File: config.mk
export PLATFORM = sky130hd
export DESIGN_NAME = apb_gpio_v2
export DESIGN_NICKNAME = d
export VERILOG_FILES = /design/src/rtl/apb_gpio_v2.sv
export SDC_FILE = /design/constraint.sdc
export NUM_CORES = 1
export LEC_CHECK = 0
export CAP_MARGIN = 20
export CORE_MARGIN = 2
export CORE_UTILIZATION = 58
export DETAILED_ROUTE_END_ITERATION = 8
export HOLD_SLACK_MARGIN = 0.06
export PLACE_DENSITY = 0.86
export SLEW_MARGIN = 20
export SYNTH_ARGS = -nofsm -noshare
export SYNTH_HDL_FRONTEND = slang
export SYNTH_SLANG_ARGS = --single-unit
File: constraint.sdc
create_clock -name PCLK -period 2.55 [get_ports PCLK]
set_input_delay 0.3825 -clock PCLK [delete_from_list [all_inputs] [get_ports PCLK]]
set_output_delay 0.3825 -clock PCLK [all_outputs]
set_load 0.03 [all_outputs]
File: src/rtl/apb_gpio_v2.sv
// APB GPIO peripheral: pin I/O registers, synchronised inputs, edge-detect
// status with write-1-to-clear, and a masked, registered interrupt.
module apb_gpio_v2 #(
  parameter int PDATA_SIZE  = 32,
  parameter int NGPIO       = 32,
  parameter int SYNC_STAGES = 2
) (
  input  logic                    PCLK,
  input  logic                    PRESETn,
  input  logic                    PSEL1,
  input  logic                    PENABLE,
  input  logic [PDATA_SIZE-1:0]   PADDR,
  input  logic                    PWRITE,
  input  logic [PDATA_SIZE-1:0]   PWDATA,
  input  logic [PDATA_SIZE/8-1:0] PSTRB,
  output logic [PDATA_SIZE-1:0]   PRDATA,
  output logic                    PREADY,
  output logic                    PSLVERR,
  input  logic [NGPIO-1:0]        gpio_in,
  output logic [NGPIO-1:0]        gpio_out,
  output logic [NGPIO-1:0]        gpio_oe,
  output logic                    irq
);

  typedef enum logic [1:0] {IDLE, SETUP, ACCESS} apb_state_t;

  apb_state_t state, state_next;
  logic       pready_next;

  logic [NGPIO-1:0] out_reg, dir_reg, rise_en, fall_en, status, irq_mask;
  logic [SYNC_STAGES-1:0][NGPIO-1:0] sync_ff;
  logic [NGPIO-1:0] sync_prev, pin_sync, edge_set, status_clr;
  logic [NGPIO-1:0] wmask, wbits, rd_sel;
  logic [PDATA_SIZE-1:0] strb_mask, rd_word;
  logic [2:0] reg_idx;
  logic       addr_ok, xfer_done, wr_en;
  logic       unused_bits;

  function automatic logic [NGPIO-1:0] merge_lanes(input logic [NGPIO-1:0] cur,
                                                   input logic [NGPIO-1:0] data,
                                                   input logic [NGPIO-1:0] mask);
    return (cur & ~mask) | (data & mask);
  endfunction

  always_ff @(posedge PCLK) begin
    if (!PRESETn) begin
      state  <= IDLE;
      PREADY <= 1'b0;
    end else begin
      state  <= state_next;
      PREADY <= pready_next;
    end
  end

  // PREADY rises entering ACCESS, so every transfer sees exactly one wait state.
  always_comb begin
    state_next  = state;
    pready_next = 1'b0;
    case (state)
      IDLE:    if (PSEL1 && !PENABLE) state_next = SETUP;
      SETUP: begin
        if (PSEL1 && PENABLE) begin
          state_next  = ACCESS;
          pready_next = 1'b1;
        end else if (!PSEL1) begin
          state_next = IDLE;
        end
      end
      ACCESS:  state_next = (PSEL1 && !PENABLE) ? SETUP : IDLE;
      default: state_next = IDLE;
    endcase
  end

  assign reg_idx   = PADDR[4:2];
  assign addr_ok   = (PADDR[1:0] == 2'b00) && (reg_idx != 3'd7);
  assign xfer_done = PREADY && PSEL1 && PENABLE;
  assign wr_en     = xfer_done && PWRITE && addr_ok;

  always_comb begin
    strb_mask = '0;
    for (int i = 0; i < PDATA_SIZE/8; i++) strb_mask[8*i +: 8] = {8{PSTRB[i]}};
  end

  assign wmask      = strb_mask[NGPIO-1:0];
  assign wbits      = PWDATA[NGPIO-1:0];
  assign status_clr = (wr_en && reg_idx == 3'd5) ? (wbits & wmask) : '0;

  assign pin_sync = sync_ff[SYNC_STAGES-1];
  assign edge_set = (pin_sync & ~sync_prev & rise_en) | (~pin_sync & sync_prev & fall_en);

  always_ff @(posedge PCLK) begin
    if (!PRESETn) begin
      sync_ff   <= '0;
      sync_prev <= '0;
    end else begin
      sync_ff   <= {sync_ff[SYNC_STAGES-2:0], gpio_in};
      sync_prev <= pin_sync;
    end
  end

  // A fresh edge is ORed in after the W1C clear so that set wins a collision.
  always_ff @(posedge PCLK) begin
    if (!PRESETn) begin
      out_reg  <= '0;
      dir_reg  <= '0;
      rise_en  <= '0;
      fall_en  <= '0;
      status   <= '0;
      irq_mask <= '0;
      irq      <= 1'b0;
    end else begin
      if (wr_en) begin
        case (reg_idx)
          3'd1:    out_reg  <= merge_lanes(out_reg, wbits, wmask);
          3'd2:    dir_reg  <= merge_lanes(dir_reg, wbits, wmask);
          3'd3:    rise_en  <= merge_lanes(rise_en, wbits, wmask);
          3'd4:    fall_en  <= merge_lanes(fall_en, wbits, wmask);
          3'd6:    irq_mask <= merge_lanes(irq_mask, wbits, wmask);
          default: ;
        endcase
      end
      status <= (status & ~status_clr) | edge_set;
      irq    <= |(status & irq_mask);
    end
  end

  always_comb begin
    rd_sel = '0;
    case (reg_idx)
      3'd0:    rd_sel = pin_sync;
      3'd1:    rd_sel = out_reg;
      3'd2:    rd_sel = dir_reg;
      3'd3:    rd_sel = rise_en;
      3'd4:    rd_sel = fall_en;
      3'd5:    rd_sel = status;
      3'd6:    rd_sel = irq_mask;
      default: rd_sel = '0;
    endcase
    rd_word = '0;
    rd_word[NGPIO-1:0] = rd_sel;
  end

  assign PRDATA   = (PREADY && !PWRITE && addr_ok) ? rd_word : '0;
  assign PSLVERR  = PREADY && !addr_ok;
  assign gpio_out = out_reg;
  assign gpio_oe  = dir_reg;

  assign unused_bits = ^{PADDR[PDATA_SIZE-1:5], PWDATA, strb_mask};

endmodule

# Yosys cells after proc, flatten, opt, wreduce, memory -nomap -nowiden
# Cells that the tools add are included.
[word_totals]
register_bits = 292
input_bits = 105
[op_classes]
n_eq_ne = 11
n_reduce_logical = 25
muxes = 9
n_bitwise = 23
[op_table]
columns = ["cell", "n"]
rows = [
  ["$and 32x32->32", 12],
  ["$or 32x32->32", 7],
  ["$pmux 32 s7", 1],
  ["$not 32->32", 4],
  ["$mux 32", 2],
  ["$reduce_or 32->1", 1],
  ["$reduce_and 2->1", 7],
  ["$logic_and 1x1->1", 11],
  ["$eq 3x3->1 const B", 3],
  ["$eq 3x2->1 const B", 2],
  ["$mux 2", 3],
  ["$ne 3x3->1 const B", 2],
  ["$pmux 2 s3", 1],
  ["$logic_not 2->1", 2],
  ["$eq 3x1->1 const B", 1],
  ["$logic_not 1->1", 3],
  ["$logic_not 3->1", 1],
  ["$eq 2x1->1 const B", 1],
  ["$eq 2x2->1 const B", 1],
  ["$mux 1", 2],
  ["$ne 2x2->1 const B", 1],
]

# Logic depth before layout (Yosys ltp)
# Gate-level depths: netlist of run 1.
[logic_depth]
word_depth = 9
ltp_mapped = 8

# Least setup slack after synthesis of run 1
# OpenSTA, ideal clock, no wires.
[synth_timing]
path_kind = "register to output"
from = "register PREADY"
to = "output PRDATA[17]"
slack_ns = 0.241
arrival_ns = 1.926
required_time_ns = 2.168
path_stages_with_launch = 6
path_cell_list = "dfxtp_1 > nor3b_4 > buf_6 > nand3b_2 > buf_4 > a31oi_1"
[synth_between]
elab_chain_len = 3
[synth_lines]
columns = ["item", "line", "rtl"]
rows = [
  ["from (decl)", "17", "output logic PREADY,"],
  ["from (signal assigned)", "51", "PREADY <= pready_next;"],
  ["$logic_and 1x1->1 (2 in a row)", "143", "assign PRDATA = (PREADY && !PWRITE && addr_ok) ? rd_word : '0;"],
  ["$mux 32", "143", ""],
  ["to (decl)", "16", "output logic [PDATA_SIZE-1:0] PRDATA,"],
]
# No other way between the ends.

# Worst setup path in the final report of run 1
[layout_timing]
from = "register PREADY"
to = "output PRDATA[8]"
# The elaborated chain is that of the path after synthesis.

==> results of run 1 <==
[placed cells by master (no fill, tap or decap), drive strengths merged, types with 3 or more instances in the layout]
| master | n |
|---|---|
| a221oi | 3 |
| nor2 | 24 |
| o21a | 32 |
| mux2i | 39 |
| mux4 | 19 |
| o21ba | 3 |
| o21ai | 197 |
| nand3b | 34 |
| or2 | 4 |
| o2bb2ai | 20 |
| buf | 109 |
| nand4 | 21 |
| a31oi | 4 |
| and2 | 97 |
| nor2b | 5 |
| a22oi | 35 |
| and4 | 8 |
| clkinv | 6 |
| clkdlybuf4s50 | 139 |
| clkbuf | 45 |
| a21o | 3 |
| nand4b | 4 |
| a21boi | 33 |
| nor3b | 3 |
| nand3 | 165 |
| a2bb2oi | 3 |
| nand2 | 75 |
| mux2 | 17 |
| a21oi | 9 |
| dfxtp | 292 |
[path summary, 6_finish.rpt]
kind | start | to | slack (ns) | cells past startpoint
setup / recovery | PREADY | PRDATA[8] | 0.09 | 6
hold / removal | PRESETn | status[4] | 0.39 | 2
setup reg to reg | PREADY | status[16] | 0.74 | 7
hold reg to reg | sync_ff[22] | pin_sync[22] | 0.43 | 1
[cells by family after synthesis]
group	Yosys count	share of synthesized area [%]
flip-flops	292	47.4
AO/OA/AOI/OAI	349	18.3
multiplexers	75	8.19
buffers and inverters	98	4.23
AND/OR/NAND/NOR	444	21.9
[worst max-delay path, delay by kind of cell (launching register included)]
kind | cells | cell delay, ns
AO/OA/AOI/OAI | 1 | 0.19
buffers and inverters | 3 | 0.62
flip-flops | 1 | 0.35
AND/OR/NAND/NOR | 2 | 0.37
[metrics by stage]
stage / power (mW) / hold WS [ns] / std cells / util (%) / worst slack (ns)
6_report: 9.36 / 0.389 / 1738 / 73.6 / 0.0861
2_1_floorplan: 5.04 / 0.412 / 1258 / - / 0.241
5_1_grt: 9.64 / 0.425 / 1737 / 73.6 / 0.0368
3_5_place_dp: 5.32 / 0.417 / 1684 / 69.1 / 0.113
3_3_place_gp: 5.31 / 0.413 / 1684 / 69.1 / 0.191
4_1_cts: 9.40 / 0.376 / 1736 / 73.5 / 0.0130
[final cells by class]
type	count	share of cell area, %
multi-input combinational	868	38.7
sequential	292	37.9
timing repair buffer	249	15.2
clock buffer	44	5.40
tap	275	2.23
clock inverter	8	0.584
inverter	1	0.0243
antenna	1	0.0162
[routing by layer]
layer  track usage (%)  share of wire [%]  vias to the layer above
li1                  -                  -                     4953
met1              41.1                 40                     5037
met2              50.2                 46                      559
met3              6.04                9.8                      110
met4              12.9                3.8                        0
met5                 0                  0                        -
[where the power goes]
group / leakage [nW] / switching, mW / internal (mW)
combinational: 2.75 / 0.315 / 0.259
sequential: 2.37 / 0.0331 / 4.62
clock: 0.457 / 1.70 / 2.44
total: 5.57 / 2.05 / 7.32
==> impl_metrics.csv, run 1 <==
group,metric,value,unit
run,maxCapViolations,0,
clock_network,htree_num_levels,1,
placed_design,hpwl,24400,µm
synth,ys_warn_count,0,
timing,worstMarginPinSlew,0.527,ns
timing,hold_viol,0,
worst_setup_path,path_max_fanout,14,
clock_network,insertion_delay,0.54,ns
clock_network,hold_buffers,0,
worst_setup_path,crit_arrival,2.08,ns
drt,wl_per_cell,20.2,µm
clock_network,cts_num_sinks,292,
global_routing,antenna_found_initial,1,
finish,multi_input_area,0.00596,mm²
synth,synth_area_leaders,"dfxtp_1, nand3_1, o21ai_0",
worst_setup_path,crit_type,"reg -> out",
finish,fillCellCount,1483,
synth,synth_top_area_cell,"dfxtp_1",
global_routing,grt_pass1_wl,55100,µm
synth,yosysSeqAreaShare,47.4,%
synth,synth_fp_nets,1363,
drt,ant_nets,0,
global_routing,grt_pass1_vias,10400,
synth,synth_edf_count,0,
worst_setup_path,cpMostUsedCell,"buf_4",
drt,route.vias.total,10700,
floorplanning,die_w,150,µm
power_and_ir_drop,vdd_drop_max,0.479,mV
synth,yosysTopAreaCellShare,47.4,%
clock_network,cts_buffers,29,
placed_design,place_area,0.0145,mm²
floorplanning,design.die.area,0.0224,mm²
worst_setup_path,worstPathCellList,"nor3b_4 > nand3b_2 > buf_4 > buf_4 > a21oi_1 > buf_4",
clock_network,cts_resized,0,
synth,synth_cell_type_count,48,
synth,synth.most_common_cell,"dfxtp_1",
clock_network,clk_path_buf_depth,3,
timing,rsz0062_at_grt,"false",
global_routing,grt_max_degree,73,
timing,skew,0.0125,ns
placed_design,gp_congestion,0.946,
timing,setup_violations,0,
power_and_ir_drop,power.density,607,mW/mm²
timing,period_share,96.6,%
clock_network,cts_setup_buffers,0,
worst_setup_path,cp_slowest_cell,"dfxtp_1",
drt,drc_errors,0,
worst_setup_path,required,2.17,ns
finish,drive_above_1_share,16.8,%
finish,seqCellArea,0.00585,mm²
synth,synth_area,0.0123,mm²
synth,ys.flop_type,"dfxtp_1",
finish,nets,1546,
synth,synthCells,1258,
drt,first_pass_iters,6,
floorplanning,die_h,150,µm
drt,via_per_inst,6.13,
synth,synth.cells.most_frequent,"dfxtp_1, nand3_1, o21ai_0",
floorplanning,core,0.0210,mm²
synth,synth_seq_cells,292,
timing,max_freq,0.406,GHz
drt,wl,35100,µm
finish,syn_to_final_growth,25.1,%
placed_design,io_buffer_count,176,
worst_setup_path,slowest_delay,0.35,ns
synth,async_flop_share,0,%
timing,tns,0,ns
synth,syn_area_per_cell,9.80,µm²
clock_network,cts_tree,"yes",
timing,slew_viol_final,0,
worst_setup_path,startpoint_type,"flop",
hold_path,holdCritPathClass,"in -> reg",
worst_setup_path,worstSetupEndpointType,"primary output",
clock_network,cts.clk_slew.worst_paths,0.06,ns
global_routing,grt_usage,31.1,%
global_routing,grt_overflow,0,
clock_network,root_buffer,"clkbuf_16",
outcome,outcome,"finished clean",
timing,period_needed,2.46,ns
drt,first_iter_violations,1061,
floorplanning,io_pins,204,
floorplanning,start_util,58.8,%
power_and_ir_drop,leakage,5.57,nW
floorplanning,num_rows,53,
timing,max_slew_margin,64.9,%
finish,final_area,0.0154,mm²
Note: power is estimated with default switching activity, not from simulation.
==> run 2, diff against run 1 <==
- CORE_MARGIN: 2 -> unset
- HOLD_SLACK_MARGIN: 0.06 -> 0.12
- SLEW_MARGIN: 20 -> unset
==> impl_metrics.csv, run 2 (synthesis results as in run 1) <==
group,metric,value,unit
timing,fin_ws,0.148,ns
clock_network,cts_setup_buffers,0,
global_routing,grt_max_degree,59,
power_and_ir_drop,p_int,7.48,mW
finish,final_area,0.0155,mm²
drt,via_per_inst,6.26,
outcome,outcome,"finished clean",
clock_network,cts_tree,"yes",
drt,route.vias.total,10800,
timing,rsz0062_at_grt,"false",
worst_setup_path,required,2.17,ns
global_routing,grt_pass1_wl,55500,µm
power_and_ir_drop,p_switching,2.11,mW
timing,skew,0.00901,ns
finish,drive_above_1_share,16.7,%
placed_design,io_buffer_count,176,
finish,fillCellCount,1408,
global_routing,grt_pass1_vias,10400,
drt,ant_nets,0,
power_and_ir_drop,power,9.59,mW
power_and_ir_drop,p_clk_share,45.5,%
drt,drc_errors,0,
worst_setup_path,startpoint_type,"flop",
timing,slew_viol_final,0,
global_routing,antenna_found_initial,1,
clock_network,insertion_delay,0.55,ns
power_and_ir_drop,pwr-share-seq,48.6,%
power_and_ir_drop,leakage,5.59,nW
timing,max_slew_margin,70.9,%
power_and_ir_drop,vdd_drop_max,0.578,mV
power_and_ir_drop,combinationalPowerShare,5.9,%
finish,multi_input_area,0.00596,mm²
finish,syn_to_final_growth,25.7,%
drt,first_iter_violations,1078,
floorplanning,design.die.area,0.0218,mm²
run,maxCapViolations,0,
clock_network,htree_num_levels,1,
clock_network,root_buffer,"clkbuf_16",
worst_setup_path,crit_arrival,2.02,ns
timing,period_needed,2.40,ns
finish,nets,1545,
clock_network,cts_resized,0,
floorplanning,die_w,148,µm
worst_setup_path,slowest_delay,0.35,ns
worst_setup_path,cpMostUsedCell,"buf_4",
timing,period_share,94.2,%
floorplanning,io_pins,204,
timing,worstMarginPinSlew,0.436,ns
power_and_ir_drop,switching_share,22.0,%
clock_network,hold_buffers,0,
clock_network,cts_num_sinks,292,
timing,hold_slack,0.346,ns
timing,max_freq,0.416,GHz
worst_setup_path,worstSetupEndpointType,"primary output",
placed_design,place_area,0.0145,mm²
finish,seqCellArea,0.00585,mm²
drt,first_pass_iters,5,
floorplanning,core,0.0206,mm²
floorplanning,die_h,148,µm
clock_network,cts.clk_slew.worst_paths,0.06,ns
placed_design,dp_slack,0.155,ns
clock_network,clk_path_buf_depth,3,
drt,wl_per_cell,20.3,µm
worst_setup_path,crit_type,"reg -> out",
finish,layout_common_cells,"dfxtp_1, nand3_1, clkdlybuf4s50_1",
placed_design,hpwl,24000,µm
floorplanning,start_util,60.0,%
timing,setup_violations,0,
floorplanning,num_rows,52,
finish,final_common_cell,"dfxtp_1",
worst_setup_path,path_max_fanout,19,
worst_setup_path,cp_slowest_cell,"dfxtp_1",
power_and_ir_drop,power.density,619,mW/mm²
global_routing,grt_overflow,0,
timing,hold_viol,0,
clock_network,cts_buffers,30,
worst_setup_path,worstPathCellList,"nor3b_4 > nand3b_2 > buf_4 > a31oi_1 > buf_4 > buf_12",
hold_path,holdCritPathClass,"in -> reg",
drt,wl,35100,µm
placed_design,gp_congestion,0.875,
global_routing,grt_usage,32.2,%
timing,tns,0,ns
-- run 2: changes by cell type in the layout (fill, tap and decap cells not counted), sizes merged --
cell	previous run	this run
buf	109	107
clkbuf	45	49
clkinvlp	0	1
clkinv	6	3
-- run 2: final cells by class --
| type | count | share of cell area, % |
|---|---|---|
| Clock inverter | 6 | 0.533 |
| Antenna cell | 1 | 0.0161 |
| Timing Repair Buffer | 247 | 15.2 |
| Multi-Input combinational cell | 868 | 38.5 |
| Inverter | 1 | 0.0242 |
| Clock buffer | 48 | 5.80 |
| Tap cell | 270 | 2.18 |
| Sequential cell | 292 | 37.7 |
-- run 2: per-stage QoR --
step,instances,util [%]
6_report,1733,75.4
3_3_place_gp,1678,70.6
3_5_place_dp,1678,70.6
4_1_cts,1732,75.4
2_1_floorplan,1258,-
5_1_grt,1732,75.4
-- run 2: metal layers --
metal	global-route usage, %	share of wire (%)	vias to the layer above
met5	0	0	-
met2	52.7	47	606
met3	5.25	8.5	107
met4	12.7	3.8	0
li1	-	-	4937
met1	42.5	41	5193
-- run 2: power groups by stage --
stage | clock, mW | combinational [mW] | sequential, mW
3_5_place_dp | 0 | 0.558 | 4.76
4_1_cts | 4.37 | 0.562 | 4.66
2_1_floorplan | 0 | 0.297 | 4.74
5_1_grt | 4.57 | 0.603 | 4.66
6_report | 4.36 | 0.570 | 4.66
3_3_place_gp | 0 | 0.551 | 4.75
-- run 2: critical path: cells and delay by family (launching register included) --
kind	cells	cell delay, ns
buf+inv	3	0.50
compound gates	1	0.22
flops	1	0.35
simple gates	2	0.38
-- run 2: final timing paths --
kind / startpoint / end / slack [ns] / cells past startpoint
worst max register to register: PREADY / status[6] / 0.77 / 6
worst max-delay path: PREADY / PRDATA[17] / 0.15 / 6
worst min register to register: sync_ff[12] / pin_sync[12] / 0.43 / 1
worst min-delay path: PRESETn / status[8] / 0.35 / 2
